--- config.mk ---
export PLATFORM = sky130hd
export DESIGN_NAME = lcd_write_arbiter_flat
export DESIGN_NICKNAME = d
export VERILOG_FILES = /design/src/rtl/lcd_write_arbiter_if.sv /design/src/rtl/lcd_write_arbiter.sv /design/src/flat_wrapper.sv
export SDC_FILE = /design/constraint.sdc
export NUM_CORES = 1
export LEC_CHECK = 0
export BUFFER_PORTS_ARGS = -buffer_cell sky130_fd_sc_hd__buf_2
export CORE_MARGIN = 3
export CORE_UTILIZATION = 45
export DETAILED_ROUTE_END_ITERATION = 16
export PLACE_DENSITY_LB_ADDON = 0.1
export SLEW_MARGIN = 20
export SYNTH_ARGS = -nofsm -noshare
export SYNTH_HDL_FRONTEND = slang
export SYNTH_SLANG_ARGS = --single-unit
--- constraint.sdc ---
create_clock -name clk -period 3.8 [get_ports clk]
set_input_delay 0.76 -clock clk [delete_from_list [all_inputs] [get_ports clk]]
set_output_delay 0.76 -clock clk [all_outputs]
set_load 0.02 [all_outputs]
--- src/rtl/lcd_write_arbiter_if.sv ---
// Requester handshake and LCD pin bundle for lcd_write_arbiter.
// The master side is the requester/pin environment; the slave side is the arbiter.
interface lcd_write_arbiter_if;
  logic       req0_valid;
  logic       req0_rs;
  logic [7:0] req0_data;
  logic       req0_ready;
  logic       req1_valid;
  logic       req1_rs;
  logic [7:0] req1_data;
  logic       req1_ready;
  logic       busy;
  logic       done;
  logic       LCD_E;
  logic       LCD_RS;
  logic       LCD_RW;
  logic [7:0] LCD_DATA;

  modport master (
    output req0_valid, req0_rs, req0_data,
    output req1_valid, req1_rs, req1_data,
    input  req0_ready, req1_ready, busy, done,
    input  LCD_E, LCD_RS, LCD_RW, LCD_DATA
  );

  modport slave (
    input  req0_valid, req0_rs, req0_data,
    input  req1_valid, req1_rs, req1_data,
    output req0_ready, req1_ready, busy, done,
    output LCD_E, LCD_RS, LCD_RW, LCD_DATA
  );
endinterface

--- src/rtl/lcd_write_arbiter.sv ---
// Two-requester arbiter and timing sequencer for a write-only HD44780-style LCD bus.
// Define LCD_ARB_FIXED_PRIO_EN for fixed priority (req0 over req1) instead of round-robin.
module lcd_write_arbiter #(
  parameter int SETUP_CYC  = 1,
  parameter int E_HIGH_CYC = 3,
  parameter int HOLD_CYC   = 1,
  parameter int EXEC_CYC   = 400,
  parameter int CLEAR_CYC  = 16000
) (
  input logic               clk,
  input logic               rst,
  lcd_write_arbiter_if.slave bus
);

  localparam int CNT_W = $clog2(CLEAR_CYC + 1);

  localparam logic [CNT_W-1:0] SETUP_LD = CNT_W'(SETUP_CYC - 1);
  localparam logic [CNT_W-1:0] E_LD     = CNT_W'(E_HIGH_CYC - 1);
  localparam logic [CNT_W-1:0] HOLD_LD  = CNT_W'(HOLD_CYC - 1);
  localparam logic [CNT_W-1:0] EXEC_LD  = CNT_W'(EXEC_CYC - 1);
  localparam logic [CNT_W-1:0] CLEAR_LD = CNT_W'(CLEAR_CYC - 1);

  typedef enum logic [2:0] {IDLE, SETUP, ENABLE, HOLD, EXEC} state_t;

  state_t           r_state, w_state_next;
  logic [CNT_W-1:0] r_cnt, w_cnt_next;
  logic             r_rs, w_rs_next;
  logic [7:0]       r_data, w_data_next;
  logic             r_done, w_done_next;

  logic w_grant0, w_grant1, w_accept, w_is_clear;

`ifdef LCD_ARB_FIXED_PRIO_EN
  assign w_grant0 = bus.req0_valid;
  assign w_grant1 = bus.req1_valid & ~bus.req0_valid;
`else
  // r_last = requester granted most recently; the other one wins a tie.
  logic r_last;

  assign w_grant0 = bus.req0_valid & (~bus.req1_valid | r_last);
  assign w_grant1 = bus.req1_valid & (~bus.req0_valid | ~r_last);

  always_ff @(posedge clk or posedge rst) begin
    if (rst) begin
      r_last <= 1'b1;
    end else if (w_accept) begin
      r_last <= w_grant1;
    end
  end
`endif

  assign bus.req0_ready = (r_state == IDLE) & ~rst & w_grant0;
  assign bus.req1_ready = (r_state == IDLE) & ~rst & w_grant1;
  assign w_accept       = bus.req0_ready | bus.req1_ready;

  // Clear (0x01) and return-home (0x02/0x03) need the long execution wait.
  assign w_is_clear = ~r_rs & (r_data[7:2] == 6'd0) & (r_data != 8'd0);

  always_ff @(posedge clk or posedge rst) begin
    if (rst) begin
      r_state <= IDLE;
      r_cnt   <= '0;
      r_rs    <= 1'b0;
      r_data  <= 8'h00;
      r_done  <= 1'b0;
    end else begin
      r_state <= w_state_next;
      r_cnt   <= w_cnt_next;
      r_rs    <= w_rs_next;
      r_data  <= w_data_next;
      r_done  <= w_done_next;
    end
  end

  always_comb begin
    w_state_next = r_state;
    w_cnt_next   = r_cnt;
    w_rs_next    = r_rs;
    w_data_next  = r_data;
    w_done_next  = 1'b0;
    case (r_state)
      IDLE: begin
        if (w_accept) begin
          w_state_next = SETUP;
          w_cnt_next   = SETUP_LD;
          w_rs_next    = w_grant0 ? bus.req0_rs   : bus.req1_rs;
          w_data_next  = w_grant0 ? bus.req0_data : bus.req1_data;
        end
      end
      SETUP: begin
        if (r_cnt == '0) begin
          w_state_next = ENABLE;
          w_cnt_next   = E_LD;
        end else begin
          w_cnt_next = r_cnt - 1'b1;
        end
      end
      ENABLE: begin
        if (r_cnt == '0) begin
          w_state_next = HOLD;
          w_cnt_next   = HOLD_LD;
        end else begin
          w_cnt_next = r_cnt - 1'b1;
        end
      end
      HOLD: begin
        if (r_cnt == '0) begin
          w_state_next = EXEC;
          w_cnt_next   = w_is_clear ? CLEAR_LD : EXEC_LD;
        end else begin
          w_cnt_next = r_cnt - 1'b1;
        end
      end
      EXEC: begin
        if (r_cnt == '0) begin
          w_state_next = IDLE;
          w_done_next  = 1'b1;
        end else begin
          w_cnt_next = r_cnt - 1'b1;
        end
      end
      default: begin
        w_state_next = IDLE;
      end
    endcase
  end

  assign bus.LCD_E    = (r_state == ENABLE);
  assign bus.LCD_RS   = r_rs;
  assign bus.LCD_RW   = 1'b0;
  assign bus.LCD_DATA = r_data;
  assign bus.busy     = (r_state != IDLE);
  assign bus.done     = r_done;

endmodule

--- src/flat_wrapper.sv ---
// flat-port wrapper written by rule: the top's interface ports become plain ports
module lcd_write_arbiter_flat 
#(
  parameter int SETUP_CYC  = 1,
  parameter int E_HIGH_CYC = 3,
  parameter int HOLD_CYC   = 1,
  parameter int EXEC_CYC   = 400,
  parameter int CLEAR_CYC  = 16000
)
  (clk, rst, bus_req0_valid, bus_req0_rs, bus_req0_data, bus_req1_valid, bus_req1_rs, bus_req1_data, bus_req0_ready, bus_req1_ready, bus_busy, bus_done, bus_LCD_E, bus_LCD_RS, bus_LCD_RW, bus_LCD_DATA);
  lcd_write_arbiter_if bus_i ();
  input logic clk;
  input logic rst;
  input wire logic [$bits(bus_i.req0_valid)-1:0] bus_req0_valid;
  input wire logic [$bits(bus_i.req0_rs)-1:0] bus_req0_rs;
  input wire logic [$bits(bus_i.req0_data)-1:0] bus_req0_data;
  input wire logic [$bits(bus_i.req1_valid)-1:0] bus_req1_valid;
  input wire logic [$bits(bus_i.req1_rs)-1:0] bus_req1_rs;
  input wire logic [$bits(bus_i.req1_data)-1:0] bus_req1_data;
  output wire logic [$bits(bus_i.req0_ready)-1:0] bus_req0_ready;
  output wire logic [$bits(bus_i.req1_ready)-1:0] bus_req1_ready;
  output wire logic [$bits(bus_i.busy)-1:0] bus_busy;
  output wire logic [$bits(bus_i.done)-1:0] bus_done;
  output wire logic [$bits(bus_i.LCD_E)-1:0] bus_LCD_E;
  output wire logic [$bits(bus_i.LCD_RS)-1:0] bus_LCD_RS;
  output wire logic [$bits(bus_i.LCD_RW)-1:0] bus_LCD_RW;
  output wire logic [$bits(bus_i.LCD_DATA)-1:0] bus_LCD_DATA;
  assign bus_i.req0_valid = bus_req0_valid;
  assign bus_i.req0_rs = bus_req0_rs;
  assign bus_i.req0_data = bus_req0_data;
  assign bus_i.req1_valid = bus_req1_valid;
  assign bus_i.req1_rs = bus_req1_rs;
  assign bus_i.req1_data = bus_req1_data;
  assign bus_req0_ready = bus_i.req0_ready;
  assign bus_req1_ready = bus_i.req1_ready;
  assign bus_busy = bus_i.busy;
  assign bus_done = bus_i.done;
  assign bus_LCD_E = bus_i.LCD_E;
  assign bus_LCD_RS = bus_i.LCD_RS;
  assign bus_LCD_RW = bus_i.LCD_RW;
  assign bus_LCD_DATA = bus_i.LCD_DATA;
  lcd_write_arbiter #(.SETUP_CYC(SETUP_CYC), .E_HIGH_CYC(E_HIGH_CYC), .HOLD_CYC(HOLD_CYC), .EXEC_CYC(EXEC_CYC), .CLEAR_CYC(CLEAR_CYC)) u_core (.clk(clk), .rst(rst), .bus(bus_i));
endmodule
==> results of run 1 <==
==> per-stage QoR <==
| step | cell area [sq um] | power (W) |
|---|---|---|
| final | 2042 | 0.0006073 |
| after detailed placement | 1971 | 0.0003767 |
| after global routing | 2042 | 0.0006367 |
| after global placement | 1971 | 0.0003747 |
| after CTS | 2042 | 0.0006161 |
| after floorplan | 1783 | 0.0003518 |
==> worst max path at each step <==
stage	startpoint	to	slack, ps	depth (start not counted)
after floorplan	bus_req1_valid	bus_req1_ready	1260	4
after global placement	u_core.r_cnt[0]$_DFFE_PP0P_	u_core.r_cnt[8]$_DFFE_PP0P_	1070	7
after detailed placement	u_core.r_cnt[0]$_DFFE_PP0P_	u_core.r_cnt[8]$_DFFE_PP0P_	950	7
after CTS	u_core.r_cnt[0]$_DFFE_PP0P_	u_core.r_cnt[8]$_DFFE_PP0P_	930	7
after global routing	u_core.r_cnt[0]$_DFFE_PP0P_	u_core.r_cnt[8]$_DFFE_PP0P_	600	7
final	u_core.r_cnt[0]$_DFFE_PP0P_	u_core.r_cnt[8]$_DFFE_PP0P_	840	7
==> layout by cell type (no fill, tap or decap), types with 2 or more instances in the layout <==
cell type  count
nand3_1        6
nor3_1         6
clkbuf_8       3
a211oi_1       4
nand4_1        2
nor2_1        27
o22ai_1        5
dfrtp_1       27
a32oi_1        2
nand2_1       19
o211ai_1       5
inv_1          7
o21a_1         2
buf_4          3
nor4_1         4
or4_1          2
and3_1         3
buf_2         35
a21oi_1       16
o21ai_0       15
mux2i_1       10
==> area by class of cell <==
class / count / share of cell area
Timing Repair Buffer: 38 / 0.09681
Multi-Input combinational cell: 158 / 0.4804
Inverter: 8 / 0.01471
Tap cell: 48 / 0.02941
Clock inverter: 1 / 0.01471
Clock buffer: 3 / 0.02022
Sequential cell: 28 / 0.3437
==> sequential cells by signal, indices dropped and copies added (netlist names) <==
name and cells:
u_core.bus.LCD_DATA 8, u_core.bus.LCD_RS 1, u_core.bus.done 1, u_core.r_cnt 14, u_core.r_last 1, u_core.r_state 3
==> logic make-up (layout without fill, tap and decap cells) <==
| logic type | Yosys count | count (layout) | synth area share |
|---|---|---|---|
| AND/OR/NAND/NOR | 82 | 82 | 0.2498 |
| AO/OA/AOI/OAI | 61 | 61 | 0.2197 |
| flip-flops | 28 | 28 | 0.3937 |
| buffers and inverters | 19 | 50 | 0.05614 |
| multiplexers | 10 | 10 | 0.05614 |
| adder cells (fa/ha/maj) | 2 | 2 | 0.01263 |
| XOR/XNOR | 2 | 2 | 0.009826 |
| other | 1 | 1 | 0.002103 |
==> metal layers <==
metal,vias to the layer above,track usage,routed length (um)
li1,816,-,-
met1,769,0.2548,1854
met2,60,0.3095,1938
met3,4,0.03566,259
met4,0,0.05353,38
met5,-,0,0
==> power by group through the flow <==
stage                     clock (W)  sequential (W)  combinational [W]
after global placement            0        0.000318          0.0000571
after global routing       0.000259        0.000313          0.0000647
final                      0.000237        0.000312          0.0000578
after CTS                  0.000245        0.000312          0.0000589
after detailed placement          0        0.000318          0.0000587
after floorplan                   0        0.000326          0.0000259
==> worst register-to-register path, cell delays in order (launching register included) <==
cell,delay [ps]
dfrtp_1,430
inv_1,130
ha_1,200
nor3b_2,550
a41oi_1,320
a21oi_1,880
o21ai_0,270
o41ai_2,90
==> flow_summary.json, run 1 <==
{
  "p_switching_w": 0.0001360,
  "core_area_sq_um": 3744,
  "yosys-top-cells-area": "dfrtp_1, nor2_1, mux2i_1",
  "initial_core_util": 0.4763,
  "async_flop_share": 1.000,
  "grtUsageTotal": 0.1894,
  "drive_gt1_frac": 0.2415,
  "synth_cells": 205,
  "yosysTopAreaCellShare": 0.3789,
  "yosys_register_bits": 28,
  "final_cell_count_no_fill": 284,
  "finalClockSkew_ps": 1.721,
  "final_util": 0.5455,
  "synth.net_count": 228,
  "grt_pass1_vias": 1524,
  "synth_area_leader_cell": "dfrtp_1",
  "antenna_found_initial": 0,
  "post-place-cells": 280,
  "hp-start": "u_core.bus.LCD_DATA[1]$_DFFE_PP0P_",
  "multi_input_area_sq_um": 980.9,
  "seq_area_frac_synth": 0.3937,
  "worst_slack_ps": 843.7,
  "powerDensity_nw_per_um2": 297.4,
  "setup_violations": 0,
  "drc_errors": 0,
  "rr_endpoint": "u_core.r_cnt[8]$_DFFE_PP0P_",
  "maxSlewViolCount": 0,
  "internal_power_w": 0.0004713,
  "gp_congestion": 0.8303,
  "overflow": 0,
  "status": "finished, final reports clean",
  "grt_pass1_wl_mm": 6.844,
  "clkLatencyLatePin_ps": 280,
  "holdPathEnd": "u_core.bus.LCD_DATA[1]$_DFFE_PP0P_",
  "drv_cap": 0,
  "cts_max_level": 1,
  "hold_class": "flop to flop",
  "synthTopCellsByCount": "dfrtp_1, nor2_1, nand2_1, a21oi_1, o21ai_0",
  "p_leak_nw": 0.9175,
  "sw_frac_of_total": 0.2239,
  "reg2regPathDepth": 7,
  "synth_edf_count": 0,
  "die_h_um": 68.95,
  "final.setup.tns_ps": 0,
  "max_freq_mhz": 338.3,
  "crit_arrival_ps": 3140,
  "wirelength_mm": 4.091,
  "holdPathStages": 2,
  "hpwl_mm": 2.991,
  "areaGrowthSynthToFinish_pct": 14.53,
  "netlist_area_sq_um": 1783,
  "cp_cell_sequence": "inv_1 > ha_1 > nor3b_2 > a41oi_1 > a21oi_1 > o21ai_0 > o41ai_2",
  "dp_slack_ps": 952.5,
  "vias": 1649,
  "path_buf_inv": 1,
  "drt_first_pass_iters": 5,
  "io_buffers": 35,
  "ant_nets": 0,
  "finalCriticalPeriod_ps": 2956,
  "synth_cell_types": 52,
  "rr_startpoint": "u_core.r_cnt[0]$_DFFE_PP0P_",
  "avgSynthCellArea_sq_um": 8.697,
  "required_ps": 3980,
  "power_frac_seq": 0.514,
  "start_kind": "flop",
  "num_antenna_cells": 0,
  "pin_count": 37,
  "finalCritPeriodShare": 0.7780,
  "final_nets": 260,
  "grt_max_degree": 29,
  "worst_slew_margin_rel": 0.2955,
  "crit_family": "compound AO/OA/AOI/OAI gates",
  "worst-r2r-setup-slack_ps": 840,
  "postCtsSetupBuffers": 0,
  "dieArea_sq_um": 4753,
  "root_buffer": "clkbuf_8",
  "nFillCells": 355,
  "routedWlPerCell_um": 14.40,
  "cts_hold_buffers": 0,
  "tritoncts": "yes",
  "worstSetupPathType": "flop to flop",
  "cts_buffers": 3,
  "tritoncts_num_sinks": 28,
  "comb_power_share": 0.095,
  "yosysWarningCount": 0,
  "cts_resized": 0,
  "hold_viol_final": 0,
  "slowest_delay_ps": 880,
  "synth-main-ff-cell": "dfrtp_1",
  "rsz0062_at_grt": "false",
  "ir_worst_vdd_mv": 0.1589,
  "cp_max_fo": 13,
  "die_w_um": 68.95,
  "seqCellArea_sq_um": 701.9,
  "slowest_stage": "a21oi_1",
  "worst_setup_path_end_kind": "flop",
  "viasPerCell": 5.806,
  "max_slew.worst_pin.slew_ps": 1057,
  "row_count": 22,
  "holdWs_ps": 551.5,
  "p_clk_frac": 0.391,
  "clk_pin_slew_ps": 100,
  "drt_iter0_markers": 141,
  "cts_buffer_depth": 2
}
No activity file was read; power rests on OpenSTA's default activity.
==> run 2, diff against run 1 <==
--- a/config.mk
+++ b/config.mk
@@ -5,6 +5,7 @@
 export SDC_FILE = /design/constraint.sdc
 export NUM_CORES = 1
 export LEC_CHECK = 0
+export ABC_AREA = 1
 export BUFFER_PORTS_ARGS = -buffer_cell sky130_fd_sc_hd__buf_2
 export CORE_MARGIN = 3
 export CORE_UTILIZATION = 45
==> constraint.sdc (replaced) <==
create_clock -name clk -period 2.7 [get_ports clk]
set_input_delay 0.54 -clock clk [delete_from_list [all_inputs] [get_ports clk]]
set_output_delay 0.54 -clock clk [all_outputs]
set_load 0.02 [all_outputs]
==> flow_summary.json, run 2 <==
{
  "yosys-top-cells-area": "dfrtp_1, nand2_1, nor2_1",
  "routedWlPerCell_um": 11.04,
  "synth_cells": 257,
  "io_buffers": 35,
  "final_cell_area_sq_um": 2087,
  "viasPerCell": 4.766,
  "worst_setup_path_end_kind": "output port",
  "p_leak_nw": 1.157,
  "gp_congestion": 0.7881,
  "rsz0062_at_grt": "false",
  "drt_first_pass_iters": 4,
  "cts_buffer_depth": 2,
  "wirelength_mm": 3.776,
  "largest_register_ffs": 14,
  "root_buffer": "clkbuf_8",
  "cts_max_level": 1,
  "drc_errors": 0,
  "drv_cap": 0,
  "grt_max_degree": 29,
  "core_area_sq_um": 3771,
  "clkLatencyLatePin_ps": 280,
  "vias": 1630,
  "yosysMostFrequentCell": "nand2_1",
  "ir_worst_vdd_mv": 0.5656,
  "netlist_area_sq_um": 1823,
  "dieArea_sq_um": 4851,
  "start_kind": "primary input",
  "areaGrowthSynthToFinish_pct": 14.48,
  "die_w_um": 69.65,
  "hold_class": "primary input to async pin",
  "powerDensity_nw_per_um2": 1236,
  "synth.net_count": 280,
  "async_flop_share": 1.000,
  "initial_core_util": 0.4834,
  "cts_buffers": 3,
  "drt_iter0_markers": 54,
  "pin_count": 37,
  "synth_edf_count": 0,
  "synth-main-ff-cell": "dfrtp_1",
  "setup_violations": 0,
  "finalClockSkew_ps": 8.044,
  "seq_area_frac_synth": 0.3850,
  "cp_max_fo": 10,
  "hold_viol_final": 0,
  "num_antenna_cells": 0,
  "yosysWarningCount": 0,
  "hpwl_mm": 2.885,
  "clk_pin_slew_ps": 100,
  "final.setup.tns_ps": 0,
  "tritoncts": "yes",
  "die_h_um": 69.65,
  "synth_cell_types": 36,
  "overflow": 0,
  "cts_resized": 0,
  "final_cell_mix": "nand2_1, buf_2, nor2_1",
  "max_freq_mhz": 470.2,
  "final_nets": 318,
  "synthTopCellsByCount": "nand2_1, nor2_1, dfrtp_1, inv_1, nand3_1",
  "antenna_found_initial": 0,
  "crit_arrival_ps": 1590,
  "required_ps": 2160,
  "ant_nets": 0,
  "yosys_register_bits": 28,
  "finalCriticalPeriod_ps": 2127,
  "final_common_cell": "nand2_1",
  "synth_area_leader_cell": "dfrtp_1",
  "postCtsSetupBuffers": 0,
  "dpl_cell_area_sq_um": 2042,
  "yosysTopAreaCellShare": 0.3706,
  "tritoncts_num_sinks": 28,
  "top_register": "u_core.r_cnt",
  "maxSlewViolCount": 0,
  "drive_gt1_frac": 0.2075,
  "finalCritPeriodShare": 0.7878,
  "row_count": 22,
  "cts_hold_buffers": 0,
  "avgSynthCellArea_sq_um": 7.093,
  "grt_pass1_vias": 1486,
  "worstSetupPathType": "primary input to output port",
  "grtUsageTotal": 0.1642,
  "grt_pass1_wl_mm": 6.610,
  "status": "finished, final reports clean"
}
==> run 2: cell count changes in the layout (fill, tap and decap cells not counted), moves of 5 or more <==
cell,before,now
inv_2,1,6
mux2i_1,10,0
o211ai_1,5,0
inv_1,7,24
a31oi_1,1,9
o22ai_1,5,0
nand3_1,6,20
nand2_1,19,92
a21oi_1,16,2
o21ai_0,15,7
==> run 2: worst paths after layout <==
| kind | start | endpoint | slack [ps] | cells past startpoint |
|---|---|---|---|---|
| min in group clk | u_core.r_cnt[1]$_DFFE_PP0P_ | u_core.r_cnt[1]$_DFFE_PP0P_ | 490 | 2 |
| max in group asynchronous | rst | u_core.r_last$_DFFE_PP1P_ | 2000 | 3 |
| hold / removal | rst | u_core.r_state[1]$_DFFE_PP0P_ | 390 | 3 |
| setup / recovery | bus_req1_valid | bus_req1_ready | 570 | 6 |
| hold reg to reg | u_core.r_cnt[1]$_DFFE_PP0P_ | u_core.r_cnt[1]$_DFFE_PP0P_ | 490 | 2 |
| setup reg to reg | u_core.r_cnt[0]$_DFFE_PP0P_ | u_core.r_cnt[11]$_DFFE_PP0P_ | 880 | 11 |
==> run 2: cells by family after synthesis <==
| family | Yosys count | share of synthesized area |
|---|---|---|
| and+or+nand+nor | 162 | 0.4097 |
| DFF | 28 | 0.3850 |
| adders and majority gates | 1 | 0.006862 |
| buffers and inverters | 36 | 0.08510 |
| other | 1 | 0.002057 |
| xor gates and xnor gates | 7 | 0.03363 |
| AOI/OAI and AO/OA | 22 | 0.07756 |
==> run 2: area by class of cell <==
class | count | area (sq um)
clock buffers | 4 | 45.04
fillers | 370 | 1684
inverters | 31 | 116.4
multi-input cells | 193 | 965.9
flip-flops and latches | 28 | 701.9
well taps | 48 | 60.06
repair buffers | 38 | 197.7
==> run 2: where the power goes <==
part	leakage [nW]	switching, W	internal [W]
clock network	0.0228	0.000130	0.000106
logic	0.786	0.00102	0.000566
registers	0.349	0.000159	0.000604
total	1.16	0.00130	0.00128
==> run 2: metrics by stage <==
stage / setup WS, ps / utilization / total power (W) / instances / hold WS (ps)
global route: 431.0 / 0.5534 / 0.002877 / 342 / 436.1
finish: 573.0 / 0.5534 / 0.002580 / 342 / 394.9
CTS: 553.6 / 0.5534 / 0.002616 / 342 / 412.2
detailed placement: 555.5 / 0.5415 / 0.002371 / 338 / 468.0
global placement: 609.8 / 0.5415 / 0.002355 / 338 / 460.6
floorplan: 346.4 / - / 0.002048 / 257 / 441.9
==> run 2: metal layers <==
metal,GRT usage,vias up,share of wire
li1,-,874,-
met1,0.2123,727,0.48
met2,0.2765,25,0.47
met3,0.04058,4,0.043
met4,0.03830,0,0.012
met5,0,-,0
==> run 2: critical path, cell delays in order <==
cell and delay [ps]:
buf_2 80, inv_1 80, o21ai_2 150, clkinv_1 270
nor3_1 270, buf_2 200
